==> src/rtl/ecc_pkg.sv <==
// ecc_pkg: shared NIST P-256 curve constants, operand widths and the operand field index
package ecc_pkg;
   localparam int ECC_W      = 256;
   localparam int WORD_W     = 32;
   localparam int NUM_FIELDS = 5;
   localparam logic [ECC_W-1:0] CURVE_N  = 256'hFFFFFFFF00000000FFFFFFFFFFFFFFFFBCE6FAADA7179E84F3B9CAC2FC632551;
   localparam logic [ECC_W-1:0] CURVE_P  = 256'hFFFFFFFF00000001000000000000000000000000FFFFFFFFFFFFFFFFFFFFFFFF;
   localparam logic [ECC_W-1:0] CURVE_GX = 256'h6B17D1F2E12C4247F8BCE6E563A440F277037D812DEB33A0F4A13945D898C296;
   localparam logic [ECC_W-1:0] CURVE_GY = 256'h4FE342E2FE1A7F9B8EE7EB4A7C0F9E162BCE33576B315ECECBB6406837BF51F5;
   localparam logic [ECC_W-1:0] CURVE_A  = 256'hFFFFFFFF00000001000000000000000000000000FFFFFFFFFFFFFFFFFFFFFFFC;
   localparam logic [ECC_W-1:0] CURVE_B  = 256'h5AC635D8AA3A93E7B3EBBD55769886BC651D06B0CC53B0F63BCE3C3E27D2604B;
   typedef enum logic [2:0] {R, S, HASH, PX, PY} field_e;
endpackage

==> src/rtl/ecc_range_chk.sv <==
// ecc_range_chk: flags a signature whose r or s lies outside [1, n-1]; built only with ECC_SIG_RANGE_CHECK_EN
`ifdef ECC_SIG_RANGE_CHECK_EN
module ecc_range_chk
   import ecc_pkg::*;
(
   input  logic [ECC_W-1:0] r_i,
   input  logic [ECC_W-1:0] s_i,
   output logic             bad_o
);
   assign bad_o = ~|r_i || r_i >= CURVE_N || ~|s_i || s_i >= CURVE_N;
endmodule
`endif

==> src/rtl/ecc_sig_loader.sv <==
// ecc_sig_loader: assembles a 40-word r/s/hash/Px/Py frame and issues it to the verifier;
// ECC_SIG_RANGE_CHECK_EN adds a CHECK state that rejects out-of-range r/s via the reject output
module ecc_sig_loader #(
   parameter int WORD_W          = ecc_pkg::WORD_W,
   parameter int WORDS_PER_FIELD = ecc_pkg::ECC_W / WORD_W,
   parameter int NUM_FIELDS      = ecc_pkg::NUM_FIELDS
) (
   input  logic                      clk,
   input  logic                      rst_n,
   input  logic [WORD_W-1:0]         din,
   input  logic                      din_valid,
   input  logic                      din_last,
   output logic                      din_ready,
   input  logic                      ver_done,
   output logic [ecc_pkg::ECC_W-1:0] r,
   output logic [ecc_pkg::ECC_W-1:0] s,
   output logic [ecc_pkg::ECC_W-1:0] hash,
   output logic [ecc_pkg::ECC_W-1:0] Px,
   output logic [ecc_pkg::ECC_W-1:0] Py,
   output logic                      start,
   output logic                      frame_err,
   output logic                      busy
`ifdef ECC_SIG_RANGE_CHECK_EN
   ,
   output logic                      reject
`endif
);
   import ecc_pkg::*;

   localparam int LAST = NUM_FIELDS * WORDS_PER_FIELD - 1;

`ifdef ECC_SIG_RANGE_CHECK_EN
   typedef enum logic [1:0] {COLLECT, CHECK, ISSUE, WAIT} state_e;
`else
   typedef enum logic [1:0] {COLLECT, ISSUE, WAIT} state_e;
`endif

   state_e                          state_q, state_d;
   logic [5:0]                      word_cnt_q, word_cnt_d;
   logic                            frame_err_q, frame_err_d;
   logic [NUM_FIELDS-1:0][ECC_W-1:0] fld_q, fld_d;
   logic [2:0]                      fld_sel;
   logic                            accept, at_last;

   assign accept  = din_valid && din_ready;
   assign at_last = word_cnt_q == 6'(LAST);
   assign fld_sel = 3'(word_cnt_q / 6'(WORDS_PER_FIELD));

   assign din_ready = state_q == COLLECT;
   assign start     = state_q == ISSUE;
   assign busy      = state_q == ISSUE || state_q == WAIT;
   assign frame_err = frame_err_q;
   assign r         = fld_q[R];
   assign s         = fld_q[S];
   assign hash      = fld_q[HASH];
   assign Px        = fld_q[PX];
   assign Py        = fld_q[PY];

`ifdef ECC_SIG_RANGE_CHECK_EN
   logic bad;
   ecc_range_chk u_range_chk (
      .r_i   (fld_q[R]),
      .s_i   (fld_q[S]),
      .bad_o (bad)
   );
   assign reject = state_q == CHECK && bad;
`endif

   // accepted words shift MSW-first into the field selected by the word counter
   always_comb begin
      fld_d = fld_q;
      if (accept) fld_d[fld_sel] = {fld_q[fld_sel][ECC_W-WORD_W-1:0], din};
   end

   // frame sequencing: collect, optional range check, one-cycle issue, hold until verifier completes
   always_comb begin
      state_d     = state_q;
      word_cnt_d  = word_cnt_q;
      frame_err_d = 1'b0;
      case (state_q)
         COLLECT: if (accept) begin
            word_cnt_d  = (din_last || at_last) ? 6'd0 : word_cnt_q + 6'd1;
            frame_err_d = din_last != at_last;
`ifdef ECC_SIG_RANGE_CHECK_EN
            if (din_last && at_last) state_d = CHECK;
`else
            if (din_last && at_last) state_d = ISSUE;
`endif
         end
`ifdef ECC_SIG_RANGE_CHECK_EN
         CHECK:   state_d = bad ? COLLECT : ISSUE;
`endif
         ISSUE:   state_d = WAIT;
         WAIT: if (ver_done) begin
            state_d    = COLLECT;
            word_cnt_d = 6'd0;
         end
         default: state_d = COLLECT;
      endcase
   end

   // state, counter, error pulse and operand registers
   always_ff @(posedge clk or negedge rst_n) begin
      if (!rst_n) begin
         state_q     <= COLLECT;
         word_cnt_q  <= 6'd0;
         frame_err_q <= 1'b0;
         fld_q       <= '0;
      end else begin
         state_q     <= state_d;
         word_cnt_q  <= word_cnt_d;
         frame_err_q <= frame_err_d;
         fld_q       <= fld_d;
      end
   end
endmodule

==> config.mk <==
export PLATFORM = sky130hd
export DESIGN_NAME = ecc_sig_loader
export DESIGN_NICKNAME = d
export VERILOG_FILES = /design/src/rtl/ecc_pkg.sv /design/src/rtl/ecc_range_chk.sv /design/src/rtl/ecc_sig_loader.sv
export SDC_FILE = /design/constraint.sdc
export NUM_CORES = 2
export LEC_CHECK = 0
export BUFFER_PORTS_ARGS = -buffer_cell sky130_fd_sc_hd__buf_4
export CORE_AREA = 2 2 509 511
export CTS_CLUSTER_DIAMETER = 80
export CTS_CLUSTER_SIZE = 24
export DETAILED_ROUTE_END_ITERATION = 8
export DIE_AREA = 0 0 511 513
export PLACE_DENSITY = 0.38
export SLEW_MARGIN = 15
export SYNTH_ARGS = -nofsm -noshare
export SYNTH_HDL_FRONTEND = slang
export SYNTH_HIERARCHICAL = 1
export SYNTH_SLANG_ARGS = --single-unit
==> constraint.sdc <==
create_clock -name clk -period 2 [get_ports clk]
set_clock_uncertainty 0.05 [all_clocks]
set_input_delay 0.5 -clock clk [delete_from_list [all_inputs] [get_ports clk]]
set_output_delay 0.5 -clock clk [all_outputs]
set_load 0.05 [all_outputs]
# Word level (Yosys, flattened, before mapping)
# Index checks and enable logic that the tools add are counted.
[totals]
reg_bits = 1289
input_bits = 37
[op_classes]
n_addsub = 1
n_lt_le_gt_ge = 2
eq_ne = 7
n_mux = 15
n_reduce_logical = 9
[op_table]
columns = ["operator", "count"]
rows = [
  ["bitwise mux 1280 bit", 1],
  ["binary-select mux 256 bit (select 3 bit)", 1],
  ["demux 256 bit (select 3 bit)", 1],
  ["two-way mux 256 bit", 1],
  ["two-way mux 224 bit", 1],
  ["two-way mux 6 bit", 3],
  ["one-hot mux 6 bit (2 select lines)", 1],
  ["adder 6 x 1 -> 6 bit (second input constant)", 1],
  ["equality test 6 bit (second input constant)", 1],
  ["two-way mux 2 bit", 3],
  ["one-hot mux 2 bit (3 select lines)", 1],
  ["AND reduction 3 bit", 2],
  ["< comparator 3 x 4 -> 1 bit (second input constant)", 1],
  ["inequality test 2 x 1 -> 1 bit (second input constant)", 2],
  ["greater-or-equal comparator 3 x 1 -> 1 bit (second input constant)", 1],
  ["logical AND 1 bit", 3],
  ["equality test 2 x 1 -> 1 bit (second input constant)", 1],
  ["equality test 2 bit (second input constant)", 1],
  ["zero test 2 bit", 1],
  ["logical OR 1 bit", 2],
  ["two-way mux 1 bit", 2],
  ["inequality test 2 bit (second input constant)", 1],
  ["nonzero test 2 bit", 1],
  ["inequality test 1 bit", 1],
]

# Longest topological paths before layout
[logic_depth]
ltp_word = 5
depth_mapped = 10
ltp_nobuf = 7

# Least setup slack after synthesis
# OpenSTA, ideal clock, no wires.
[synth_path]
path_kind = "register -> register"
from = "register state_q[0]"
to = "register fld_q, in the netlist hash[215]"
setup_time_ns = 0.125
arrival_time_ns = 2.342
required_time_ns = 1.825
path_slack_ns = -0.516
path_stages_with_launch = 9
n_path_buf = 3
period_less_slack_ns = 2.516
path_cell_list = "dfrtp_1 > inv_1 > ha_1 > nand3b_4 > buf_2 > nor3b_2 > buf_2 > buf_4 > mux2_2"
[synth_via]
elab_chain_len = 2
[synth_lines]
columns = ["item", "line", "text"]
rows = [
  ["from (decl)", "ecc_sig_loader.sv:38", "state_e state_q, state_d;"],
  ["from (signal assigned)", "ecc_sig_loader.sv:110", "state_q <= state_d;"],
  ["zero test 2 bit", "ecc_sig_loader.sv:49", "assign din_ready = state_q == COLLECT;"],
  ["via din_ready", "ecc_sig_loader.sv:13", "output logic din_ready,"],
  ["logical AND 1 bit", "ecc_sig_loader.sv:45", "assign accept = din_valid && din_ready;"],
  ["to (signal assigned)", "ecc_sig_loader.sv:113", "fld_q <= fld_d;"],
  ["to (decl)", "ecc_sig_loader.sv:41", "logic [NUM_FIELDS-1:0][ECC_W-1:0] fld_q, fld_d;"],
]
# The timed path passes the listed nets, and every way through them passes these cells.
# A chain may end at the register's enable or synchronous reset.

# Worst setup path after layout
[layout_path]
from = "register state_q[1]"
to = "register fld_q, in the netlist Px[123]"
[layout_via]
elab_chain_len = 2
[layout_lines]
columns = ["item", "line"]
rows = [
  ["zero test 2 bit", "ecc_sig_loader.sv:49"],
  ["logical AND 1 bit", "ecc_sig_loader.sv:45"],
]
# Every way passes these cells.

==> run_results.csv <==
group,metric,value,unit
route,drt-wirelength-per-cell,31.3,um
sta,drv_slew,0,
sta,finalWorstSetupSlack,-0.321,ns
worst_hold_path,hp-class,"primary input to flip-flop",
sta,finalCriticalPeriod,2.32,ns
setup_path,cp-end-kind,"flip-flop",
logic_synthesis,yosysUniqueCellTypes,35,
power_and_ir_drop,ir_drop,0.830,mV
setup_path,path_cells,"inv_2 -> ha_4 -> nand3b_4 -> buf_6 -> buf_6 -> nor2_4 -> buf_12 -> buf_16 -> buf_12 -> clkbuf_16 -> mux2_4",
global_routing,grt_max_degree,123,
global_routing,grt_usage,0.210,
logic_synthesis,ys.warnings.count,6,
route,viasPerCell,4.46,
outcome,failed_checks,"negative setup slack",
worst_hold_path,worstHoldPathCells,2,
placement,gp_congestion,0.842,
global_routing,antenna_found_initial,6,
logic_synthesis,synth_seq_cells,1289,
floorplanning,row_count,186,
setup_path,path_buf_inv,7,
floorplanning,io_pins,1321,
clock_tree,cts.sink_count,1289,
setup_path,slowest_delay,0.39,ns
outcome,status,"finished with violations",
setup_path,cp.arrival,2.94,ns
layout,nets,5844,
setup_path,crit_type,"flip-flop to flip-flop",
global_routing,globalRouteOverflowTotal,0,
power_and_ir_drop,finalPower,0.0778,W
floorplanning,fp.dieArea,0.262,sq mm
route,firstDrtPassIters,5,
power_and_ir_drop,leakage,39.9,nW
route,drt-total-wl,291000,um
route,ant_nets,0,
logic_synthesis,syn_nets,4104,
worst_hold_path,hold_start,"din[16]",
floorplanning,core,0.256,sq mm
global_routing,grt_pass1_wl,388000,um
route,drt_iter0_markers,2341,
setup_path,r2r-start,"state_q[1]",
logic_synthesis,netlist_instances,4061,
placement,port_buffers,1320,
sta,fmaxAchievable,431,MHz
sta,rsz0062_at_grt,"yes",
logic_synthesis,avgSynthCellArea,13.7,sq um
placement,place_area,0.0723,sq mm
setup_path,critPathTopFamily,"buffers and inverters",
setup_path,reg2regPathDepth,11,
clock_tree,clk_pin_slew,0.08,ns
setup_path,reg2reg_slack,-0.32,ns
layout,final_util,0.331,
sta,period_share,1.16,
route,dr_total_vias,41400,
setup_path,crit_required,2.62,ns
clock_tree,root_buffer,"clkbuf_16",
sta,tightestPinTransition,1.21,ns
global_routing,grt_pass1_vias,43300,
setup_path,critPathMaxFanout,9,
sta,hold_viol,0,
setup_path,critPathSlowestCell,"dfrtp_1",
sta,setup_tns,-188.66,ns
floorplanning,start_util,0.217,
setup_path,startpoint_type,"flip-flop",
sta,setup_violations,1436,
floorplanning,die_w,511,um
floorplanning,die_h,513,um
sta,slew_headroom,0.194,
power_and_ir_drop,power.density,916,mW/mm^2
clock_tree,cts_made_buffers,109,
clock_tree,clock_latency,0.80,ns
layout,finalInstanceArea,0.0849,sq mm
clock_tree,clock_path_buffers,3,
placement,hpwl,211000,um
job,maxCapViolCount,0,
layout,syn2layout_area_growth,52.6,%
logic_synthesis,seq_area_frac_synth,0.580,
clock_tree,htreeDepth,3,
route,drc,0,
setup_path,r2r_end,"Px[123]",
layout,drive_above_1_share,0.601,
worst_hold_path,whs_endpoint,"hash[16]",
logic_synthesis,syn-cell-area,0.0556,sq mm
clock_tree,tritoncts,"yes",
cells in the final DEF, fill, tap and decap left out, types with 4 or more instances in the layout:
| cell | Yosys | layout |
|---|---|---|
| buf_6 | 21 | 102 |
| dfrtp_2 | 0 | 79 |
| bufinv_16 | 0 | 12 |
| clkbuf_16 | 0 | 143 |
| a2111oi_4 | 0 | 17 |
| buf_16 | 0 | 95 |
| inv_8 | 0 | 4 |
| mux2_4 | 0 | 587 |
| nor2_1 | 227 | 223 |
| ha_1 | 6 | 4 |
| dlygate4sd3_1 | 0 | 15 |
| a2111oi_2 | 0 | 10 |
| clkinv_2 | 0 | 4 |
| buf_8 | 0 | 44 |
| clkinv_8 | 0 | 9 |
| mux2i_2 | 0 | 4 |
| mux2_2 | 1281 | 694 |
| inv_1 | 228 | 225 |
| mux2i_1 | 227 | 218 |
| clkinv_4 | 0 | 11 |
| a21oi_1 | 223 | 220 |
| inv_6 | 0 | 25 |
| nand2_1 | 6 | 6 |
| clkbuf_1 | 148 | 8 |
| clkinvlp_4 | 0 | 11 |
| diode_2 | 0 | 5 |
| buf_4 | 24 | 1503 |
| dfrtp_1 | 1289 | 1207 |
| mux2i_4 | 0 | 5 |
| o21ai_0 | 6 | 6 |
| a2111oi_0 | 222 | 193 |
| buf_12 | 0 | 153 |
Yosys cell counts:
| master | instances | area share |
|---|---|---|
| and3_1 | 2 | 0.00022 |
| inv_1 | 228 | 0.015 |
| a31oi_1 | 1 | 0.00011 |
| buf_2 | 100 | 0.0090 |
| buf_4 | 24 | 0.0032 |
| dfrtp_1 | 1289 | 0.58 |
| buf_6 | 21 | 0.0043 |
| o31ai_1 | 2 | 0.00027 |
| mux2i_1 | 227 | 0.041 |
| a21oi_1 | 223 | 0.020 |
| a21o_1 | 1 | 0.00014 |
| clkbuf_1 | 148 | 0.010 |
| and4b_1 | 1 | 0.00018 |
| a41oi_1 | 1 | 0.00016 |
| nor3b_1 | 1 | 0.00014 |
| nor4_1 | 1 | 0.00011 |
| a211oi_1 | 2 | 0.00027 |
| nand3b_4 | 1 | 0.00036 |
| buf_1 | 24 | 0.0016 |
| o21a_1 | 1 | 0.00014 |
| nor3b_2 | 1 | 0.00022 |
| inv_2 | 1 | 0.000067 |
| nand2_1 | 6 | 0.00040 |
| nor2_1 | 227 | 0.015 |
| nor2b_1 | 2 | 0.00022 |
| o21ai_0 | 6 | 0.00054 |
| nand2b_1 | 1 | 0.00011 |
| o22ai_1 | 2 | 0.00022 |
| nand4_1 | 3 | 0.00034 |
| mux2_2 | 1281 | 0.26 |
| or3_1 | 1 | 0.00011 |
| nor3_2 | 1 | 0.00018 |
| a2111oi_0 | 222 | 0.035 |
| ha_1 | 6 | 0.0013 |
| nand3_1 | 3 | 0.00027 |
flip-flops by register name, indices dropped and copies added (netlist names):
register / flops
Px: 256
Py: 256
frame_err: 1
hash: 256
r: 256
s: 256
state_q: 2
word_cnt_q: 6
metal layers:
metal / track usage / up-vias / wire length [um]
li1: - / 18100 / -
met1: 0.242 / 21900 / 113000
met2: 0.367 / 1217 / 146000
met3: 0.0753 / 245 / 23200
met4: 0.0549 / 0 / 8840
met5: 0 / - / 0
worst max-delay path by stage:
stage,depth (start not counted),startpoint,endpoint,slack (ns)
2_1_floorplan,8,state_q[1],hash[15],-0.06
3_3_place_gp,7,din_valid,s[114],-0.47
3_5_place_dp,7,din_valid,s[114],-0.44
4_1_cts,4,state_q[1],start,-0.37
5_1_grt,11,state_q[1],Px[22],-0.39
6_report,11,state_q[1],Px[123],-0.32
metrics by stage:
step | setup WS [ns] | std cells | hold slack, ns
after floorplan | -0.0552 | 4061 | 0.154
after global placement | -0.469 | 8781 | 0.361
after detailed placement | -0.440 | 8781 | 0.361
after CTS | -0.368 | 9222 | 0.0300
after global routing | -0.387 | 9278 | 0.0291
final | -0.321 | 9282 | 0.0805
kinds of logic (layout without fill, tap and decap cells):
logic type,after synthesis,in the layout,share of synthesized area
other,0,5,0
AO/OA/AOI/OAI,461,461,0.0569
AND/OR/NAND/NOR,251,251,0.0182
multiplexers,1508,1508,0.300
buffers and inverters,546,2378,0.0435
flip-flops,1289,1289,0.580
adder cells (fa/ha/maj),6,6,0.00135
power breakdown:
part | internal [W] | total, W | switching, W | leakage [nW]
combinational | 0.00735 | 0.0220 | 0.0146 | 21.8
clock | 0.0123 | 0.0244 | 0.0121 | 1.88
sequential | 0.0286 | 0.0314 | 0.00281 | 16.3
total | 0.0482 | 0.0778 | 0.0295 | 39.9
area by class of cell:
cell class | count | area (sq um)
repair buffers | 1946 | 19800
inverters | 229 | 870
multi-input cells | 2226 | 23700
fillers | 25700 | 171000
flip-flops and latches | 1289 | 32400
diodes | 5 | 12.5
well taps | 3384 | 4230
clock inverters | 82 | 1130
clock buffers | 121 | 2820
timing repair:
action,in CTS,in global routing
gates resized for setup,754,369
endpoints found under the hold margin,268,0
pin swaps,4,13
hold buffers,15,0
gates cloned,71,43
endpoints found under the setup margin,2268,2437
setup buffers,158,35
Note: power is estimated with default switching activity, not from simulation.
